**src/rtl/spine_link_buffer_pkg.sv**
```systemverilog
// Shared NoC definitions for the spine link buffer: flit geometry, ID encodings
// and the flit header field helper.
package spine_link_buffer_pkg;

  localparam int NOC_DWIDTH   = 16;
  localparam int NOC_AWIDTH   = 6;
  localparam int NOC_DEST_LSB = 10;
  localparam int NOC_DEPTH    = 8;
  localparam int NOC_CNT_W    = 16;

  typedef enum logic [1:0] {
    GROUP_ID_0 = 2'd0,
    GROUP_ID_1 = 2'd1,
    GROUP_ID_2 = 2'd2,
    GROUP_ID_3 = 2'd3
  } group_id_e;

  typedef enum logic [1:0] {
    ROUTER_ID_1 = 2'd0,
    ROUTER_ID_2 = 2'd1,
    ROUTER_ID_3 = 2'd2,
    ROUTER_ID_4 = 2'd3
  } router_id_e;

  function automatic logic [NOC_AWIDTH-1:0] get_dest(input logic [NOC_DWIDTH-1:0] flit);
    return flit[NOC_DEST_LSB +: NOC_AWIDTH];
  endfunction

endpackage

```
**src/rtl/spine_link_buffer_sync_fifo.sv**
```systemverilog
// Synchronous FIFO with wrap-bit pointers and a registered occupancy count.
// Push and pop are pre-qualified by the parent; a push into a full FIFO is only
// issued together with a pop, which frees the very slot being written.
module spine_link_buffer_sync_fifo #(
  parameter int DWIDTH = 16,
  parameter int DEPTH  = 8
) (
  input  logic                     clk,
  input  logic                     reset,
  input  logic                     push,
  input  logic                     pop,
  input  logic [DWIDTH-1:0]        wdata,
  output logic [DWIDTH-1:0]        rdata,
  output logic                     full,
  output logic                     empty,
  output logic [$clog2(DEPTH):0]   level
);

  localparam int PW = $clog2(DEPTH);

  logic [DWIDTH-1:0] mem_r [DEPTH];
  logic [PW:0]       wr_ptr_r;
  logic [PW:0]       rd_ptr_r;
  logic [PW:0]       level_r;

  assign full  = (wr_ptr_r[PW-1:0] == rd_ptr_r[PW-1:0]) && (wr_ptr_r[PW] != rd_ptr_r[PW]);
  assign empty = (wr_ptr_r == rd_ptr_r);
  assign rdata = mem_r[rd_ptr_r[PW-1:0]];
  assign level = level_r;

  // Pointer and occupancy bookkeeping
  always_ff @(posedge clk) begin
    if (reset) begin
      wr_ptr_r <= '0;
      rd_ptr_r <= '0;
      level_r  <= '0;
    end else begin
      if (push) begin
        wr_ptr_r <= wr_ptr_r + 1'b1;
      end else begin
        wr_ptr_r <= wr_ptr_r;
      end
      if (pop) begin
        rd_ptr_r <= rd_ptr_r + 1'b1;
      end else begin
        rd_ptr_r <= rd_ptr_r;
      end
      case ({push, pop})
        2'b10:   level_r <= level_r + 1'b1;
        2'b01:   level_r <= level_r - 1'b1;
        default: level_r <= level_r;
      endcase
    end
  end

  // Storage array write port
  always_ff @(posedge clk) begin
    if (push) begin
      mem_r[wr_ptr_r[PW-1:0]] <= wdata;
    end
  end

endmodule

```
**src/rtl/spine_link_buffer.sv**
```systemverilog
// Egress buffer from a router spine output to a remote spine input: FIFO plus a
// registered output stage with ready handshake, overflow drop counting.
module spine_link_buffer
  import spine_link_buffer_pkg::*;
#(
  parameter int DWIDTH   = NOC_DWIDTH,
  parameter int DEPTH    = NOC_DEPTH,
  parameter int AWIDTH   = NOC_AWIDTH,
  parameter int DEST_LSB = NOC_DEST_LSB,
  parameter int CNT_W    = NOC_CNT_W
) (
  input  logic                     clk,
  input  logic                     reset,
  input  logic [DWIDTH-1:0]        in_data,
  input  logic                     in_valid,
  output logic [DWIDTH-1:0]        out_data,
  output logic                     out_valid,
  output logic [AWIDTH-1:0]        out_dest_addr,
  input  logic                     out_ready,
  output logic [$clog2(DEPTH):0]   fifo_level,
  output logic                     fifo_full,
  output logic                     fifo_empty,
  output logic [CNT_W-1:0]         drop_count,
  output logic                     overflow_pulse
);

  logic [DWIDTH-1:0]      head_s;
  logic                   full_s;
  logic                   empty_s;
  logic [$clog2(DEPTH):0] level_s;
  logic                   pop_s;
  logic                   push_s;
  logic                   drop_s;

  logic [DWIDTH-1:0]      out_data_r;
  logic                   out_valid_r;
  logic [AWIDTH-1:0]      out_dest_r;
  logic [CNT_W-1:0]       drop_count_r;
  logic                   overflow_r;

  spine_link_buffer_sync_fifo #(
    .DWIDTH (DWIDTH),
    .DEPTH  (DEPTH)
  ) u_fifo (
    .clk    (clk),
    .reset  (reset),
    .push   (push_s),
    .pop    (pop_s),
    .wdata  (in_data),
    .rdata  (head_s),
    .full   (full_s),
    .empty  (empty_s),
    .level  (level_s)
  );

  // Handshake: a pop in the same cycle makes room for a write into a full FIFO
  always_comb begin
    pop_s  = !empty_s && (!out_valid_r || out_ready);
    push_s = in_valid && (!full_s || pop_s);
    drop_s = in_valid && !push_s;
  end

  // Output stage: data and dest stay frozen while the consumer stalls
  always_ff @(posedge clk) begin
    if (reset) begin
      out_data_r  <= '0;
      out_dest_r  <= '0;
      out_valid_r <= 1'b0;
    end else if (pop_s) begin
      out_data_r  <= head_s;
      out_dest_r  <= head_s[DEST_LSB +: AWIDTH];
      out_valid_r <= 1'b1;
    end else if (out_ready) begin
      out_valid_r <= 1'b0;
    end else begin
      out_valid_r <= out_valid_r;
    end
  end

  // Saturating drop counter and per-drop pulse
  always_ff @(posedge clk) begin
    if (reset) begin
      drop_count_r <= '0;
      overflow_r   <= 1'b0;
    end else begin
      overflow_r <= drop_s;
      if (drop_s && (drop_count_r != {CNT_W{1'b1}})) begin
        drop_count_r <= drop_count_r + 1'b1;
      end else begin
        drop_count_r <= drop_count_r;
      end
    end
  end

  assign out_data       = out_data_r;
  assign out_valid      = out_valid_r;
  assign out_dest_addr  = out_dest_r;
  assign fifo_level     = level_s;
  assign fifo_full      = full_s;
  assign fifo_empty     = empty_s;
  assign drop_count     = drop_count_r;
  assign overflow_pulse = overflow_r;

endmodule
```
**config.mk**
```make
export PLATFORM = sky130hd
export DESIGN_NAME = spine_link_buffer
export DESIGN_NICKNAME = d
export VERILOG_FILES = /design/src/rtl/spine_link_buffer_pkg.sv /design/src/rtl/spine_link_buffer_sync_fifo.sv /design/src/rtl/spine_link_buffer.sv
export SDC_FILE = /design/constraint.sdc
export NUM_CORES = 1
export LEC_CHECK = 0
export ABC_AREA = 1
export ABC_CLOCK_PERIOD_IN_PS = 3200
export CAP_MARGIN = 30
export CORE_ASPECT_RATIO = 1.75
export CORE_MARGIN = 4
export CORE_UTILIZATION = 44
export CTS_CLUSTER_DIAMETER = 40
export DETAILED_ROUTE_END_ITERATION = 8
export PLACE_DENSITY = 0.69
export SKIP_LAST_GASP = 1
export SYNTH_ARGS = -nofsm -noshare
export SYNTH_HDL_FRONTEND = slang
export SYNTH_HIERARCHICAL = 1
export SYNTH_SLANG_ARGS = --single-unit
```
**constraint.sdc**
```tcl
create_clock -name clk -period 3.2 [get_ports clk]
set_input_delay 0.64 -clock clk [delete_from_list [all_inputs] [get_ports clk]]
set_output_delay 0.64 -clock clk [all_outputs]
set_load 0.01 [all_outputs]
```
==> impl_metrics.json, run 1 <==
{
  "synth_xor_area_frac": 0.0164,
  "antenna_left": 0,
  "power.leakage_nw": 3.17,
  "synth_top_family_by_area": "simple AND/OR/NAND/NOR gates",
  "yosys.area.top_type": "edfxtp_1",
  "period_share": 0.857,
  "p_per_area_nw_per_um2": 780,
  "postCtsSetupBuffers": 0,
  "clockBufferDepth": 2,
  "layout.nets": 798,
  "syn_area_um2": 7460,
  "synth_compound_area_frac": 0.0909,
  "wl_per_cell_um": 15.9,
  "whs_ns": 0.487,
  "antenna_found_initial": 0,
  "chipHeight_um": 180,
  "tns_ns": 0,
  "synth_top_area_share": 0.515,
  "fmax_mhz": 365,
  "groute.usage.overall": 0.172,
  "htreeDepth": 4,
  "die_area_um2": 19200,
  "dpl.hpwl_um": 10700,
  "crit_slowest_cell": "clkdlybuf4s50_1",
  "netlist_instances": 707,
  "fillerInstances": 1426,
  "cts_tree": "yes",
  "reg2reg_from": "u_fifo/rd_ptr_r[0]",
  "gp_congestion": 0.889,
  "core-area_um2": 16500,
  "seq_area_frac_synth": 0.647,
  "root_buffer": "clkbuf_16",
  "place_area_um2": 8280,
  "period_minus_slack_ns": 2.74,
  "cts_buffers": 17,
  "ctsHoldBuffers": 0,
  "cp_cell_sequence": "xnor2_1 > nand3_1 > nor2_1 > clkdlybuf4s50_1",
  "critical_path_class": "reg2out",
  "worst_pin_slew_ns": 0.724,
  "wl_um": 16000,
  "ir_worst_vdd_mv": 0.372,
  "synth_area_leaders": "edfxtp_1 52%, dfxtp_1 13%, nor2_1 7.4%",
  "maxSlewViolCount": 0,
  "io_buffers": 65,
  "drc": 0,
  "via_count": 5152,
  "worstSetupStartpoint": "u_fifo/rd_ptr_r[0]",
  "ctsResizeCount": 0,
  "cap_violations": 0,
  "cp-start-kind": "register",
  "cp.required_ns": 2.56,
  "max_stage_delay_ns": 0.63,
  "grt_max_degree": 65,
  "grt_pass1_wl_um": 26100,
  "fin_area_um2": 8880,
  "rows": 62,
  "drive_above_1_share": 0.101,
  "yosys.area_share.simple": 0.167,
  "viasPerCell": 5.11,
  "syn_nets": 733,
  "dieWidth_um": 106,
  "gr-total-overflow": 0,
  "clock-sinks": 177,
  "pin_count": 66,
  "start_util": 0.452,
  "finalHoldViolations": 0,
  "min_path_type": "reg2reg",
  "worstPathArrival_ns": 2.10,
  "path_max_fanout": 6,
  "syn2layout_area_growth_pct": 19.0,
  "finalSetupViolations": 0,
  "ys_seq_elements": 177,
  "first_iter_violations": 308,
  "synth_cell_types": 33,
  "synthMuxAreaShare": 0.0215,
  "rsz0062_at_grt": "no",
  "grt_pass1_vias": 5257,
  "max-slew-margin-rel": 0.517,
  "firstDrtPassIters": 5,
  "syn_avg_cell_area_um2": 10.6,
  "yosysWarnings": 6,
  "worstHoldStart": "out_valid",
  "status": "complete, no violations",
  "critPathCaptureType": "output pin",
  "diodes": 0,
  "clk_pin_slew_worst_paths_ns": 0.07,
  "synthAdderAreaFrac": 0.0101,
  "insertion_delay_ns": 0.42,
  "skew_ns": 0.0111
}
cell type report:
| type | instances | area, µm² | share of cell area |
|---|---|---|---|
| clock buffer | 18 | 429 | 0.0483 |
| multi-input combinational | 463 | 2280 | 0.257 |
| sequential | 177 | 4830 | 0.543 |
| inverter | 33 | 126 | 0.0142 |
| tap | 224 | 280 | 0.0316 |
| timing repair buffer | 80 | 763 | 0.0859 |
| clock inverter | 14 | 173 | 0.0194 |
routing by layer:
layer	vias up	track usage	wire length, µm
met4	0	0.0819	454
met1	2442	0.188	6180
met2	139	0.321	8820
met5	-	0	0
met3	33	0.0255	583
li1	2538	-	-
cell usage after synthesis (all sizes together):
cell,n
nor2,161
o22ai,16
buf,27
clkbuf,7
or2,1
edfxtp,128
nor3,1
xor2,4
clkinv,1
mux2i,16
o21ai,92
nand2,120
nand3,12
dfxtp,49
ha,6
nand4,5
inv,32
xnor2,10
a21oi,19
per-stage QoR:
| step | utilization | cells | power, mW | setup WS, ns |
|---|---|---|---|---|
| after floorplan | - | 707 | 4.27 | 0.511 |
| after global placement | 0.501 | 977 | 4.83 | 0.388 |
| after detailed placement | 0.501 | 977 | 4.90 | 0.306 |
| after CTS | 0.538 | 1009 | 6.98 | 0.439 |
| after global routing | 0.538 | 1009 | 7.36 | 0.291 |
| final | 0.538 | 1009 | 6.93 | 0.457 |
placed cells by master (no fill, tap or decap):
cell / synthesis / layout
a21oi_1: 13 / 13
a21oi_2: 6 / 6
buf_4: 8 / 15
bufinv_16: 0 / 2
clkbuf_1: 5 / 1
clkbuf_16: 0 / 17
clkdlybuf4s50_1: 0 / 65
clkinv_1: 1 / 2
clkinv_4: 0 / 3
clkinv_8: 0 / 1
dfxtp_1: 49 / 48
dfxtp_2: 0 / 1
edfxtp_1: 128 / 128
ha_1: 6 / 6
inv_1: 29 / 29
inv_2: 2 / 2
inv_4: 1 / 1
inv_6: 0 / 5
inv_8: 0 / 2
mux2i_1: 16 / 16
nand2_1: 111 / 111
nand2_2: 8 / 8
nand2_4: 1 / 1
nand3_1: 11 / 11
nand3_4: 1 / 1
nand4_1: 5 / 5
nor2_1: 148 / 148
nor2_2: 11 / 11
nor2_4: 1 / 1
nor2_8: 1 / 1
nor3_1: 1 / 1
o21ai_0: 74 / 74
o21ai_1: 18 / 18
o22ai_1: 16 / 16
or2_2: 1 / 1
xnor2_1: 10 / 10
xor2_1: 4 / 4
path summary, 6_finish.rpt:
check                         end  slack [ns]  depth (start not counted)
setup / recovery        fifo_full        0.46                          4
hold / removal          out_valid        0.49                          2
setup reg to reg  u_fifo/level[2]        0.55                         14
hold reg to reg         out_valid        0.49                          2
critical path, delay by kind of cell, from the launching register on:
kind	cells	cell delay [ns]
and+or+nand+nor	2	0.45
DFF	1	0.44
xor gates and xnor gates	1	0.15
buffers and inverters	1	0.63
state kept, by name, summed over array words and instances, names as in the netlist, named ones only:
name / cells
drop_count: 16
u_fifo/wr_ptr_r: 4
u_fifo/rd_ptr_r: 4
overflow_pulse: 1
u_fifo/level: 4
out_data: 16
u_fifo/mem_r: 128
out_valid: 1
where the power goes:
part           internal, mW  switching, mW  leakage (nW)
sequential             2.66          0.169          1.56
combinational         0.823           1.19          1.31
clock                  1.18          0.903         0.295
cell families (layout without fill, tap and decap cells):
family / after synthesis / count (layout)
AND/OR/NAND/NOR: 300 / 300
flip-flops: 177 / 177
AO/OA/AOI/OAI: 127 / 127
buffers and inverters: 67 / 145
multiplexers: 16 / 16
XOR/XNOR: 14 / 14
adder cells (fa/ha/maj): 6 / 6
Note: power is estimated with default switching activity, not from simulation.
==> inputs of run 2 (changes only) <==
Settings changed: SYNTH_HIERARCHICAL 1 to default.
==> run 2 against run 1 <==
  * Synthesized cell count did not move
  * Critical endpoint unchanged
  * Die area decreased by 2.4%
  * Via count rose by 2.9%
  * Utilization rose by 0.23 points
  * Sequential power fell by 2%
  * Global-route usage increased by 1.9 points
  * Area after synthesis is 2.6% lower
  * Sequential cell count is the same
  * Non-clock buffer count up 2
  * Register-to-register slack better by 0.29 ns
  * Sequential share of layout area grew 1.4 points
==> impl_metrics.json, run 2 <==
{
  "status": "complete, no violations",
  "postSynth.asyncResetShare": 0,
  "synth_top_family_by_area": "simple AND/OR/NAND/NOR gates",
  "maxSlewViolCount": 0,
  "gr-total-overflow": 0,
  "critical_path_class": "reg2out",
  "synthAdderAreaFrac": 0.0103,
  "wl_um": 17100,
  "period_minus_slack_ns": 2.63,
  "layout_commonest_cell": "nand2_1",
  "max-slew-margin-rel": 0.502,
  "syn_nets": 733,
  "rsz0062_at_grt": "no",
  "start_util": 0.454,
  "layout.nets": 796,
  "tns_ns": 0,
  "postCtsSetupBuffers": 0,
  "clockBufferDepth": 2,
  "min_path_type": "reg2reg",
  "dpl.hpwl_um": 11500,
  "viasPerCell": 5.45,
  "p_clk_frac": 0.297,
  "most-common-layout-cells": "139 x nand2_1, 128 x edfxtp_1, 118 x nor2_1, 71 x o21ai_0, 65 x clkdlybuf4s50_1",
  "synth_top_area_share": 0.529,
  "seq_area_frac_synth": 0.664,
  "p_per_area_nw_per_um2": 761,
  "fin_cells": 972,
  "drive_above_1_share": 0.0741,
  "clock-sinks": 177,
  "place_area_um2": 8090,
  "gp_congestion": 0.825,
  "drc": 0,
  "die_area_um2": 18700,
  "syn_area_um2": 7270,
  "synthMuxAreaShare": 0,
  "critPathCaptureType": "output pin",
  "synth_common_cells": "139 x nand2_1, 128 x edfxtp_1, 118 x nor2_1",
  "antenna_left": 0,
  "synth_cell_types": 27,
  "htreeDepth": 4,
  "finalHoldViolations": 0,
  "rows": 61,
  "synth_compound_area_frac": 0.105,
  "chipHeight_um": 178,
  "syn2layout_area_growth_pct": 19.0,
  "synth_area_leaders": "edfxtp_1 53%, dfxtp_1 13%, nand2_1 7.2%",
  "ctsHoldBuffers": 0,
  "insertion_delay_ns": 0.42,
  "yosysWarnings": 0,
  "firstDrtPassIters": 6,
  "clk_pin_slew_worst_paths_ns": 0.07,
  "yosys_most_used_dff": "edfxtp_1",
  "power.leakage_nw": 3.09,
  "combPwrFrac": 0.284,
  "grt_pass1_wl_um": 27400,
  "cts_buffers": 17,
  "first_iter_violations": 304,
  "synth_edf_count": 128,
  "dp.cells": 940,
  "pin_count": 66,
  "yosys.area.top_type": "edfxtp_1",
  "largest_register_ffs": 128,
  "ir_worst_vdd_mv": 0.390,
  "cap_violations": 0,
  "totalPowerFinal_mw": 6.59,
  "groute.usage.overall": 0.191,
  "worst_pin_slew_ns": 0.746,
  "p_sw_frac": 0.327,
  "diodes": 0,
  "intPower_mw": 4.43,
  "yosys.area_share.simple": 0.166,
  "cp-start-kind": "register",
  "cp.required_ns": 2.56,
  "finalSetupViolations": 0,
  "ys_seq_elements": 177,
  "path_max_fanout": 5,
  "whs_ns": 0.468,
  "grt_max_degree": 65,
  "io_buffers": 65,
  "grt_pass1_vias": 5529,
  "switchingPower_mw": 2.15,
  "dieWidth_um": 105,
  "period_share": 0.821,
  "core-area_um2": 16000,
  "via_count": 5301,
  "fmax_mhz": 381,
  "worstPathArrival_ns": 1.99,
  "post-synth-top-count-cell": "nand2_1",
  "root_buffer": "clkbuf_16",
  "syn_avg_cell_area_um2": 10.3,
  "skew_ns": 0.0122,
  "ctsResizeCount": 0,
  "power_frac_seq": 0.419,
  "antenna_found_initial": 0,
  "wl_per_cell_um": 17.6,
  "cts_tree": "yes",
  "synth_xor_area_frac": 0.00843,
  "netlist_instances": 707,
  "fin_area_um2": 8650
}
-- run 2: changes by cell type in the layout (fill, tap and decap cells not counted), sizes merged, moves of 3 or more --
cell / delta
o21ai: -21
nand3: +12
xnor2: -8
nor2: -41
o22ai: +16
mux2i: -16
nor3: +3
a21oi: +19
nand2: +22
inv: +4
-- run 2: stage by stage --
stage	worst slack [ns]	utilization
3_5_place_dp	0.364	0.505
6_report	0.573	0.540
5_1_grt	0.433	0.540
3_3_place_gp	0.478	0.505
4_1_cts	0.555	0.540
2_1_floorplan	0.516	-
-- run 2: final timing paths --
| check | end | from | slack (ns) | depth (start not counted) |
|---|---|---|---|---|
| worst min register to register | out_data[2] | out_data[2] | 0.47 | 2 |
| worst min-delay path | out_data[2] | out_data[2] | 0.47 | 2 |
| worst max register to register | u_fifo.level[2] | u_fifo.wr_ptr_r[1] | 0.84 | 16 |
| worst max-delay path | fifo_full | u_fifo.wr_ptr_r[1] | 0.57 | 7 |
-- run 2: area by class of cell --
class                           instances  area, µm²
Multi-Input combinational cell        453       2110
Tap cell                              189        236
Timing Repair Buffer                   82        778
Fill cell                            1366       7380
Sequential cell                       177       4820
Clock buffer                           19        433
Inverter                               39        146
Clock inverter                         13        126
-- run 2: worst max-delay path, stage by stage, from the launching register on --
cell and delay (ns):
dfxtp_1 0.43, inv_2 0.10, nand2_1 0.07, nand2_1 0.08, nor2_4 0.16, inv_1 0.06
nor2_1 0.12, clkdlybuf4s50_1 0.57
-- run 2: cells by family after synthesis --
family                   after synthesis
AO/OA/AOI/OAI                        143
AND/OR/NAND/NOR                      297
XOR/XNOR                               7
flip-flops                           177
buffers and inverters                 77
adder cells (fa/ha/maj)                6
-- run 2: power groups by stage --
| stage | clock network (mW) | registers [mW] | logic, mW |
|---|---|---|---|
| after floorplan | 0 | 2.84 | 1.13 |
| after global placement | 0 | 2.80 | 1.81 |
| after detailed placement | 0 | 2.81 | 1.88 |
| after CTS | 1.98 | 2.76 | 1.90 |
| after global routing | 2.09 | 2.78 | 2.09 |
| final | 1.96 | 2.76 | 1.87 |
-- run 2: routing by layer --
metal | share of wire | global-route usage | up-vias
li1 | - | - | 2551
met1 | 0.36 | 0.187 | 2574
met2 | 0.58 | 0.378 | 143
met3 | 0.042 | 0.0445 | 33
met4 | 0.025 | 0.0783 | 0
met5 | 0 | 0 | -
